--- src/rtl/stopwatch_ctrl.sv ---
// Stopwatch control sequencer: button conditioning, run/pause/lap FSM and
// timebase divider driving the BCD counter and display hold register.
module stopwatch_ctrl #(
  parameter int unsigned DIV        = 1200000,
  parameter int unsigned DEB_CYCLES = 65536
) (
  input  logic       CLK,
  input  logic       RST,
  input  logic       BTN_CLR,
  input  logic       BTN_START,
  input  logic       BTN_STOP,
  input  logic       BTN_LAP,
  output logic       cnt_clr,
  output logic       cnt_inc,
  output logic       lap_load,
  output logic       disp_hold,
  output logic       running,
  output logic [1:0] state
);

  localparam int unsigned DIV_W = $clog2(DIV);
  localparam int unsigned DEB_W = $clog2(DEB_CYCLES);
  localparam int unsigned NBTN  = 4;

  // Button indices inside the conditioned vectors
  localparam int unsigned B_CLR   = 0;
  localparam int unsigned B_START = 1;
  localparam int unsigned B_STOP  = 2;
  localparam int unsigned B_LAP   = 3;

  typedef enum logic [1:0] {
    IDLE  = 2'd0,
    RUN   = 2'd1,
    PAUSE = 2'd2,
    LAP   = 2'd3
  } state_t;

  state_t             st;
  logic [DIV_W-1:0]   div_cnt;
  logic [NBTN-1:0]    btn_raw;
  logic [NBTN-1:0]    sync1;
  logic [NBTN-1:0]    sync2;
  logic [NBTN-1:0]    stable;
  logic [NBTN-1:0]    ev;
  logic [DEB_W-1:0]   deb_cnt [NBTN];
  logic               ev_clr;
  logic               ev_stop;
  logic               ev_start;
  logic               ev_lap;

  assign btn_raw = {BTN_LAP, BTN_STOP, BTN_START, BTN_CLR};
  assign state   = st;

  // Two-flop synchroniser for the asynchronous buttons
  always_ff @(posedge CLK) begin
    if (RST) begin
      sync1 <= '0;
      sync2 <= '0;
    end else begin
      sync1 <= btn_raw;
      sync2 <= sync1;
    end
  end

  // Debounce: accept a level only after DEB_CYCLES consecutive differing
  // samples; the press event is registered alongside the 0->1 acceptance
  always_ff @(posedge CLK) begin
    if (RST) begin
      stable <= '0;
      ev     <= '0;
      for (int i = 0; i < int'(NBTN); i++) deb_cnt[i] <= '0;
    end else begin
      for (int i = 0; i < int'(NBTN); i++) begin
        ev[i] <= 1'b0;
        if (sync2[i] == stable[i]) begin
          deb_cnt[i] <= '0;
        end else if (deb_cnt[i] == DEB_W'(DEB_CYCLES - 1)) begin
          stable[i]  <= sync2[i];
          deb_cnt[i] <= '0;
          ev[i]      <= sync2[i];
        end else begin
          deb_cnt[i] <= deb_cnt[i] + DEB_W'(1);
        end
      end
    end
  end

  // Priority decode: only the highest-priority event of a cycle survives
  always_comb begin
    ev_clr   = ev[B_CLR];
    ev_stop  = ev[B_STOP] & ~ev[B_CLR];
    ev_start = ev[B_START] & ~ev[B_STOP] & ~ev[B_CLR];
    ev_lap   = ev[B_LAP] & ~ev[B_START] & ~ev[B_STOP] & ~ev[B_CLR];
  end

  // Run/pause/lap FSM with timebase divider and registered strobes/levels
  always_ff @(posedge CLK) begin
    if (RST) begin
      st        <= IDLE;
      div_cnt   <= '0;
      cnt_clr   <= 1'b0;
      cnt_inc   <= 1'b0;
      lap_load  <= 1'b0;
      disp_hold <= 1'b0;
      running   <= 1'b0;
    end else begin
      cnt_clr  <= 1'b0;
      cnt_inc  <= 1'b0;
      lap_load <= 1'b0;
      if (ev_clr) begin
        st        <= IDLE;
        div_cnt   <= '0;
        cnt_clr   <= 1'b1;
        disp_hold <= 1'b0;
        running   <= 1'b0;
      end else if (ev_stop) begin
        // divider holds so the fractional period survives the pause
        if (running) begin
          st        <= PAUSE;
          disp_hold <= 1'b0;
          running   <= 1'b0;
        end
      end else begin
        if (running) begin
          if (div_cnt == DIV_W'(DIV - 1)) begin
            div_cnt <= '0;
            cnt_inc <= 1'b1;
          end else begin
            div_cnt <= div_cnt + DIV_W'(1);
          end
        end
        if (ev_start) begin
          if (st == IDLE || st == PAUSE) begin
            st        <= RUN;
            running   <= 1'b1;
            disp_hold <= 1'b0;
          end
        end else if (ev_lap) begin
          case (st)
            RUN: begin
              st        <= LAP;
              lap_load  <= 1'b1;
              disp_hold <= 1'b1;
            end
            LAP: begin
              st        <= RUN;
              disp_hold <= 1'b0;
            end
            default: ;
          endcase
        end
      end
    end
  end

endmodule

--- config.mk ---
export PLATFORM = sky130hd
export DESIGN_NAME = stopwatch_ctrl
export DESIGN_NICKNAME = d
export VERILOG_FILES = /design/src/rtl/stopwatch_ctrl.sv
export SDC_FILE = /design/constraint.sdc
export NUM_CORES = 1
export LEC_CHECK = 0
export BUFFER_PORTS_ARGS = -buffer_cell sky130_fd_sc_hd__buf_2
export CORE_MARGIN = 2
export CORE_UTILIZATION = 41
export CTS_CLUSTER_SIZE = 25
export DETAILED_ROUTE_END_ITERATION = 10
export GPL_TIMING_DRIVEN = 0
export HOLD_SLACK_MARGIN = 0.05
export PLACE_DENSITY = 0.55
export SLEW_MARGIN = 20
export SYNTH_ARGS = -nofsm -noshare
export SYNTH_HDL_FRONTEND = slang
export SYNTH_SLANG_ARGS = --single-unit
--- constraint.sdc ---
create_clock -name CLK -period 1.95 [get_ports CLK]
set_input_delay 0.39 -clock CLK [delete_from_list [all_inputs] [get_ports CLK]]
set_output_delay 0.39 -clock CLK [all_outputs]
set_load 0.02 [all_outputs]
==> flow_summary.toml, run 1 <==
[layout]
areaGrowthSynthToFinish_pct = 20.8
fill_cells = 1199
drive_gt1_frac = 0.142
antenna_cells = 0
final_net_count = 639
fin_area_mm2 = 0.00638

[synth]
synth_edf_count = 64
yosysSeqAreaShare = 0.530
muxShareOfSynthArea = 0.00379
yosys_warnings = 0
synth_top_family_by_area = "simple AND/OR/NAND/NOR gates"
ys_async_sr_fraction = 0
synth_compound_area_frac = 0.0628
syn-instance-count = 525
synth-simple-area-share = 0.254
synth.distinct_cells = 43
synth-adder-area-share = 0.0118
netlist_area_mm2 = 0.00528
synthXorXnorAreaFrac = 0.106
avgSynthCellArea_um2 = 10.1
synth_ff_type = "edfxtp_1"
synth_seq_cells = 108

[worst_setup_path]
critPathKind = "reg2reg"
crit_top_cell = "buf_6"
r2r_start = "deb_cnt[0][1]"
max_stage_delay_ps = 530
cp_max_fo = 5
startpoint_type = "register"
cp_slowest_cell = "or4_4"
crit_chain = "ha_4, nand2_4, or4_4, buf_6, o21ai_4, buf_6, nor2_1"
end_kind = "register"
r2r.worst_path.cells = 7
r2r_slack_ps = -3
cp.arrival_ps = 2070
r2r-end = "deb_cnt[0][7]"
required_ps = 2060

[power_and_ir_drop]
ir_drop_mv = 0.538
leakagePower_nw = 2.20
power-per-cell-area_mw_per_mm2 = 710

[drt]
final_antenna_net_count = 0
dr.pass1.iters = 4
viasPerCell = 4.83
drc = 0
wl_mm = 9.62
drt-initial-drc-count = 229
vias = 3889
wire_per_inst_um = 12.0

[sta]
finalSetupTns_ps = -2.92
fin_crit_sh = 1.00
setup_viol = 1
finalHoldViolations = 0
fin_skew_ps = 8.79
tightest_slew_ps = 709
period_minus_slack_ps = 1950
setup_ws_ps = -2.92
slew_headroom = 0.524
drv_slew = 0
max_freq_mhz = 512
rsz0062_at_grt = "true"

[hold_path]
hp-start = "BTN_START"
hp-class = "in2reg"
min_path_cells = 2
worstHoldEndpoint = "sync1[1]"

[global_routing]
grt-ovfl-total = 0
antenna_found_initial = 0
grt_max_degree = 18
grt_first_pass_wirelength_mm = 16.4
grt_use_total = 0.146
grt_pass1_vias = 3601

[clock_tree]
cts_sinks = 108
hold_buffers = 0
cts.reportedPaths.clkPinSlew_ps = 70
clk_path_buf_depth = 2
h-tree-depth = 3
numCtsBuffers = 9
cts_tree = "done"
root_buffer = "clkbuf_16"
clk_latency_ps = 350

[floorplanning]
core_mm2 = 0.0126
fp-row-count = 41
fp.dieW_um = 118
die_y_um = 118
initial_core_util = 0.419
die-area_mm2 = 0.0138
ios = 13

[placed_design]
gp_congestion = 0.752
dp.final_hpwl_mm = 6.70
io_buffers = 12
placed_area_mm2 = 0.00580

[outcome]
status = "complete, but fails checks"
violations = "negative setup slack"

[run]
cap_viol_max_count = 0
==> metal layers <==
layer / share of wire / wire, µm / track usage / vias to the layer above
met1: 0.50 / 4810 / 0.190 / 1811
li1: - / - / - / 2031
met2: 0.46 / 4410 / 0.232 / 40
met5: 0 / 0 / 0 / -
met4: 0.011 / 103 / 0.0505 / 0
met3: 0.031 / 294 / 0.0451 / 7
==> sequential cells by signal, indices dropped and copies added (netlist names), 2 cells and up <==
signal	cells
sync2	4
div_cnt	21
state	2
stable	4
deb_cnt	64
sync1	4
ev	4
==> timing repair <==
| action | in CTS | in global routing |
|---|---|---|
| resized for setup | 21 | 29 |
| buffers inserted | 7 | 11 |
| cloned | 1 | 0 |
| pin swaps | 4 | 12 |
| hold endpoints to repair | 0 | 0 |
| endpoints found under the setup margin | 62 | 59 |
==> layout by cell type, fill, tap and decap left out, types with 6 or more instances in the layout <==
| cell type | n |
|---|---|
| and4_1 | 6 |
| dfxtp_1 | 42 |
| or4_1 | 14 |
| nor3_1 | 20 |
| buf_4 | 19 |
| conb_1 | 64 |
| nand2_1 | 22 |
| nand3_1 | 26 |
| o31ai_1 | 13 |
| nor2b_1 | 13 |
| clkbuf_1 | 8 |
| nand2b_1 | 6 |
| edfxtp_1 | 64 |
| nand4_1 | 24 |
| xor2_1 | 25 |
| a21oi_1 | 17 |
| nor2_2 | 6 |
| clkbuf_16 | 9 |
| buf_2 | 15 |
| and3_1 | 8 |
| nor2_1 | 71 |
| xnor2_1 | 39 |
| inv_1 | 23 |
| nor4_1 | 13 |
==> worst max-delay path, delay by kind of cell (launching register included) <==
family / cells / cell delay [ps]
buffers and inverters: 2 / 310
and+or+nand+nor: 3 / 640
AOI/OAI and AO/OA: 1 / 180
DFF: 1 / 400
adders and majority gates: 1 / 180
==> Yosys cell counts (4+ instances only) <==
library cell	number	area (µm²)
nand2b_1	6	37.5
nor2b_1	13	81.3
ha_1	5	62.6
a21oi_1	17	85.1
nor4_1	13	81.3
dfxtp_1	44	881
nor2_1	81	304
and3_1	9	56.3
xor2_1	25	219
o31ai_1	13	97.6
edfxtp_1	64	1920
xnor2_1	39	342
nand3_1	29	145
inv_1	23	86.3
buf_2	7	35.0
or4_1	15	113
nand4_1	24	150
or2_2	4	25.0
nand2_1	24	90.1
clkbuf_1	11	41.3
nor3_1	20	100
and4_1	6	52.6
==> worst max-delay path by stage <==
| stage | end | startpoint | cells after the start | slack [ps] |
|---|---|---|---|---|
| after floorplan | deb_cnt[1][10] | deb_cnt[1][0] | 7 | 10 |
| after global placement | deb_cnt[1][10] | deb_cnt[1][0] | 7 | -330 |
| after detailed placement | deb_cnt[1][6] | deb_cnt[1][0] | 7 | -390 |
| after CTS | deb_cnt[0][8] | deb_cnt[0][0] | 7 | 3 |
| after global routing | deb_cnt[0][7] | deb_cnt[0][1] | 7 | -90 |
| final | deb_cnt[0][7] | deb_cnt[0][1] | 7 | -3 |
==> area by class of cell <==
class                   instances  area (µm²)  area share
plain buffers                  16        92.6      0.0145
clock buffers                  10         229      0.0359
clock inverters                 6        63.8      0.0100
inverters                      23        86.3      0.0135
multi-input cells             439        2690       0.421
flip-flops and latches        108        2810       0.439
well taps                     172         215      0.0337
repair buffers                 31         206      0.0323
==> through the flow <==
step | cells | setup WS [ps] | hold slack (ps) | util | power [W]
after floorplan | 588 | 10.7 | 414 | - | 0.00270
after global placement | 772 | -326 | 420 | 0.459 | 0.00274
after detailed placement | 772 | -385 | 434 | 0.459 | 0.00274
after CTS | 796 | 2.55 | 229 | 0.494 | 0.00459
after global routing | 805 | -87.3 | 252 | 0.506 | 0.00472
final | 805 | -2.92 | 240 | 0.506 | 0.00453
==> report_power, final <==
part | leakage, nW | switching, W | internal, W | total [W]
clock network | 0.139 | 0.000817 | 0.000996 | 0.00181
registers | 1.02 | 0.0000652 | 0.00248 | 0.00254
logic | 1.04 | 0.0000992 | 0.0000741 | 0.000173
==> cells by family after synthesis <==
kind of cell	after synthesis
compound gates	48
xor+xnor	64
fa+ha+maj	5
buf+inv	41
flops	108
mux	2
other cells	1
simple gates	256
No activity file was read; power rests on OpenSTA's default activity.
==> run 2, diff against run 1 <==
--- a/config.mk
+++ b/config.mk
@@ -7,11 +7,12 @@
 export LEC_CHECK = 0
 export BUFFER_PORTS_ARGS = -buffer_cell sky130_fd_sc_hd__buf_2
+export CORE_ASPECT_RATIO = 1.5
 export CORE_MARGIN = 2
-export CORE_UTILIZATION = 41
+export CORE_UTILIZATION = 50
 export CTS_CLUSTER_SIZE = 25
 export DETAILED_ROUTE_END_ITERATION = 10
 export GPL_TIMING_DRIVEN = 0
 export HOLD_SLACK_MARGIN = 0.05
-export PLACE_DENSITY = 0.55
+export PLACE_DENSITY = 0.66
 export SLEW_MARGIN = 20
 export SYNTH_ARGS = -nofsm -noshare
==> constraint.sdc (replaced) <==
create_clock -name CLK -period 1.95 [get_ports CLK]
set_input_delay 0.39 -clock CLK [delete_from_list [all_inputs] [get_ports CLK]]
set_output_delay 0.39 -clock CLK [all_outputs]
set_load 0.1 [all_outputs]
==> run 2 against run 1 <==
Effect of this change: the flow now finishes without violations; critical endpoint is now deb_cnt[0][9]; core utilization rose by 9.5 points; combinational power barely moved; critical path type unchanged; sequential power barely moved.
==> flow_summary.toml, run 2 (synthesis results as in run 1) <==
[placed_design]
placed_cells = 744
dp.final_hpwl_mm = 6.78
io_buffers = 12
gp_congestion = 0.844
placed_area_mm2 = 0.00576

[outcome]
status = "completed"

[power_and_ir_drop]
ir_drop_mv = 0.428
leakagePower_nw = 2.17
power-per-cell-area_mw_per_mm2 = 715
p_total_w = 0.00448

[sta]
slew_headroom = 0.587
period_minus_slack_ps = 1880
setup_viol = 0
fin_skew_ps = 8.06
finalSetupTns_ps = 0
fin_crit_sh = 0.963
fin_hold_ws_ps = 252
finalHoldViolations = 0
max_freq_mhz = 532
tightest_slew_ps = 615
drv_slew = 0

[worst_setup_path]
required_ps = 2040
r2r.worst_path.cells = 6
cp.arrival_ps = 1970
end_kind = "register"
r2r-end = "deb_cnt[0][9]"
r2r_start = "deb_cnt[0][0]"
startpoint_type = "register"
cp_max_fo = 5
critPathKind = "reg2reg"
r2r_slack_ps = 70

[layout]
fin_cells = 772
top_regs = "deb_cnt: 64 flops, div_cnt: 21 flops"
top_register = "deb_cnt"
fin_area_mm2 = 0.00626
final_cell_mix = "80 x nor2_1, 64 x edfxtp_1, 64 x conb_1"
areaGrowthSynthToFinish_pct = 18.5
drive_gt1_frac = 0.123
final_common_cell = "nor2_1"
antenna_cells = 0
final_net_count = 634
largest_reg_flops = 64

[drt]
vias = 3916
wire_per_inst_um = 12.1
wl_mm = 9.37
dr.pass1.iters = 4
drt-initial-drc-count = 130
drc = 0
viasPerCell = 5.07
final_antenna_net_count = 0

[global_routing]
antenna_found_initial = 0
grt_pass1_vias = 3708
grt_use_total = 0.177
grt-ovfl-total = 0
grt_first_pass_wirelength_mm = 16.2
grt_max_degree = 19

[clock_tree]
hold_buffers = 0
h-tree-depth = 3
cts_tree = "done"
root_buffer = "clkbuf_16"
clk_path_buf_depth = 2
clk_latency_ps = 340
numCtsBuffers = 9
cts_sinks = 108
cts.reportedPaths.clkPinSlew_ps = 70

[run]
cap_viol_max_count = 0

[floorplanning]
die-area_mm2 = 0.0114
ios = 13
core_mm2 = 0.0104
fp.dieW_um = 87.9
die_y_um = 130
fp-row-count = 46
initial_core_util = 0.507

[hold_path]
min_path_cells = 2
hp-start = "BTN_CLR"
worstHoldEndpoint = "sync1[0]"
hp-class = "in2reg"
run 2: cell count changes in the layout (fill, tap and decap cells not counted), sizes merged:
cell	change
buf	-7
clkbuf	+2
inv	+2
bufinv	-1
clkinvlp	-1
run 2: worst max-delay path, stage by stage, from the launching register on:
cell and delay (ps):
edfxtp_1 400, ha_4 160, nand2_2 60, or4_4 580
o21ai_4 230, buf_6 150, nor2_1 40
run 2: final cells by class:
cell class              instances  area (µm²)
fillers                       920        4160
flip-flops and latches        108        2810
multi-input cells             439        2640
clock buffers                  10         250
well taps                     144         180
repair buffers                 27         176
inverters                      23        86.3
plain buffers                  15        83.8
clock inverters                 6        42.5
run 2: power by group:
| part | switching, W | total, W | internal [W] | leakage [nW] |
|---|---|---|---|---|
| clock network | 0.000816 | 0.00177 | 0.000950 | 0.145 |
| registers | 0.0000624 | 0.00254 | 0.00248 | 1.02 |
| logic | 0.0000965 | 0.000170 | 0.0000739 | 1.01 |
| total | 0.000975 | 0.00448 | 0.00350 | 2.17 |
run 2: worst max-delay path by stage:
stage | startpoint | endpoint | slack [ps] | cells past startpoint
6_report | deb_cnt[0][0] | deb_cnt[0][9] | 70 | 6
4_1_cts | deb_cnt[0][1] | deb_cnt[0][9] | 2 | 7
3_5_place_dp | deb_cnt[1][0] | deb_cnt[1][10] | -360 | 7
3_3_place_gp | deb_cnt[1][0] | deb_cnt[1][13] | -320 | 7
2_1_floorplan | deb_cnt[1][0] | deb_cnt[1][10] | 10 | 7
5_1_grt | deb_cnt[3][7] | deb_cnt[3][10] | -2 | 5
run 2: routing by layer:
metal	global-route usage	vias to the layer above	wire, µm
met5	0	-	0
met1	0.213	1835	4170
li1	-	2031	-
met3	0.0316	12	185
met2	0.311	38	4860
met4	0.0706	0	156
run 2: metrics by stage:
| step | setup WS, ps | utilization |
|---|---|---|
| after floorplan | 10.7 | - |
| after global placement | -318 | 0.553 |
| after detailed placement | -356 | 0.553 |
| after CTS | 1.84 | 0.595 |
| after global routing | -2.37 | 0.601 |
| final | 71.4 | 0.601 |
run 2: repair_timing:
item	CTS	global route
buffers inserted	7	7
gates resized for setup	23	12
setup endpoints to repair	61	60
pin swaps	5	4
gates cloned	1	0
==> run 3, diff against run 2 <==
Settings changed: BUFFER_PORTS_ARGS -buffer_cell sky130_fd_sc_hd__buf_2 to default, DONT_BUFFER_PORTS from default to 1, PLACE_DENSITY 0.66 to 0.65, SKIP_CTS_REPAIR_TIMING from default to 1.
==> run 3 against run 2 <==
Effect of this change: sequential share of layout area decreased by 0.70 points; clock skew down 3.5 ps; first-iteration DRC count up 31%; core utilization grew 1.0 points; wire length grew 8.4%; non-clock buffer count decreased by 2; clock-buffer cell count grew 3; design area up 1.7%; critical endpoint is now deb_cnt[0][7]; highest routed layer unchanged.
==> flow_summary.toml, run 3 (synthesis results as in run 1) <==
[drt]
viasPerCell = 5.14
wl_mm = 10.2
drt-initial-drc-count = 170
drc = 0
vias = 3956
final_antenna_net_count = 0
wire_per_inst_um = 13.2
dr.pass1.iters = 5

[sta]
rsz0062_at_grt = "true"
finalHoldViolations = 0
slew_headroom = 0.298
drv_slew = 0
fin_hold_ws_ps = 173
period_minus_slack_ps = 1910
fin_skew_ps = 4.60
finalSetupTns_ps = 0
max_freq_mhz = 524
fin_crit_sh = 0.978
tightest_slew_ps = 1050
setup_viol = 0

[floorplanning]
core_mm2 = 0.0104
initial_core_util = 0.507
die_y_um = 130
ios = 13
fp-row-count = 46
die-area_mm2 = 0.0114
fp.dieW_um = 87.9

[worst_setup_path]
end_kind = "register"
required_ps = 2050
startpoint_type = "register"
crit_chain = "ha_4, nand2_4, or4_4, buf_6, o21ai_4, buf_6, nor2_1"
critPathKind = "reg2reg"
cp.arrival_ps = 2010
crit_top_cell = "buf_6"
cp_slowest_cell = "or4_4"
r2r.worst_path.cells = 7
max_stage_delay_ps = 510
cp_max_fo = 5

[layout]
fill_cells = 883
register_area_mm2 = 0.00281
areaGrowthSynthToFinish_pct = 20.5
fin_cells = 770
final_cell_mix = "80 x nor2_1, 64 x edfxtp_1, 64 x conb_1"
antenna_cells = 0
top_register = "deb_cnt"
final_common_cell = "nor2_1"
final_net_count = 632
largest_reg_flops = 64
top_regs = "deb_cnt: 64 flops, div_cnt: 21 flops"
fin_area_mm2 = 0.00637
multiInputGateArea_mm2 = 0.00267
drive_gt1_frac = 0.123

[clock_tree]
cts.reportedPaths.clkPinSlew_ps = 70
numCtsBuffers = 9
h-tree-depth = 3
clk_latency_ps = 340
cts_tree = "done"
cts_sinks = 108
clk_path_buf_depth = 2
root_buffer = "clkbuf_16"

[placed_design]
placed_cells = 732
placed_area_mm2 = 0.00570
gp_congestion = 0.815
dp.final_hpwl_mm = 6.97
io_buffers = 0

[power_and_ir_drop]
p_total_w = 0.00470
leakagePower_nw = 2.20
power-per-cell-area_mw_per_mm2 = 739
ir_drop_mv = 0.643

[global_routing]
grt_max_degree = 18
grt_first_pass_wirelength_mm = 16.6
antenna_found_initial = 0
grt-ovfl-total = 0
grt_use_total = 0.184
grt_pass1_vias = 3706

[run]
cap_viol_max_count = 0

[hold_path]
hp-class = "in2reg"
min_path_cells = 1

[outcome]
status = "completed"
## run 3: cell types whose count changed in the layout (fill, tap and decap cells not counted), moves of 2 or more
cell and delta:
buf_2 -11, buf_4 +7, buf_6 +3, inv_4 -2
nand3_2 -2, nand3_4 +2
## run 3: per-layer routing
layer	part of all wire	up-vias	routed length, µm	track usage
met1	0.43	1881	4410	0.220
li1	-	2019	-	-
met5	0	-	0	0
met2	0.52	41	5320	0.321
met4	0.018	0	187	0.0715
met3	0.024	15	242	0.0367
## run 3: cell type report
| type | count | area share |
|---|---|---|
| buffer | 18 | 0.0181 |
| clock buffer | 13 | 0.0460 |
| clock inverter | 3 | 0.00629 |
| inverter | 23 | 0.0136 |
| multi-input combinational | 439 | 0.420 |
| sequential | 108 | 0.441 |
| tap | 144 | 0.0283 |
| timing repair buffer | 22 | 0.0265 |
## run 3: worst paths after layout
check / startpoint / endpoint / slack [ps]
setup / recovery: deb_cnt[0][1] / deb_cnt[0][7] / 40
hold / removal: BTN_LAP / sync1[3] / 170
setup reg to reg: deb_cnt[0][1] / deb_cnt[0][7] / 40
hold reg to reg: sync1[3] / sync2[3] / 440
## run 3: worst max-delay path: cells and delay by family, from the launching register on
kind	cells	cell delay, ps
buffers and inverters	2	290
AOI/OAI and AO/OA	1	170
and+or+nand+nor	3	620
adders and majority gates	1	180
DFF	1	400
## run 3: power breakdown
| group | switching (W) | leakage (nW) | total, W | internal (W) |
|---|---|---|---|---|
| combinational | 0.0000981 | 1.01 | 0.000178 | 0.0000795 |
| sequential | 0.0000659 | 1.02 | 0.00254 | 0.00248 |
| clock | 0.000801 | 0.166 | 0.00198 | 0.00118 |
| total | 0.000965 | 2.20 | 0.00470 | 0.00374 |
## run 3: per-stage QoR
step,setup slack (ps),utilization
final,42.3,0.611
after global routing,-31.1,0.611
after CTS,-398,0.579
after detailed placement,-391,0.547
after global placement,-317,0.547
after floorplan,10.7,-
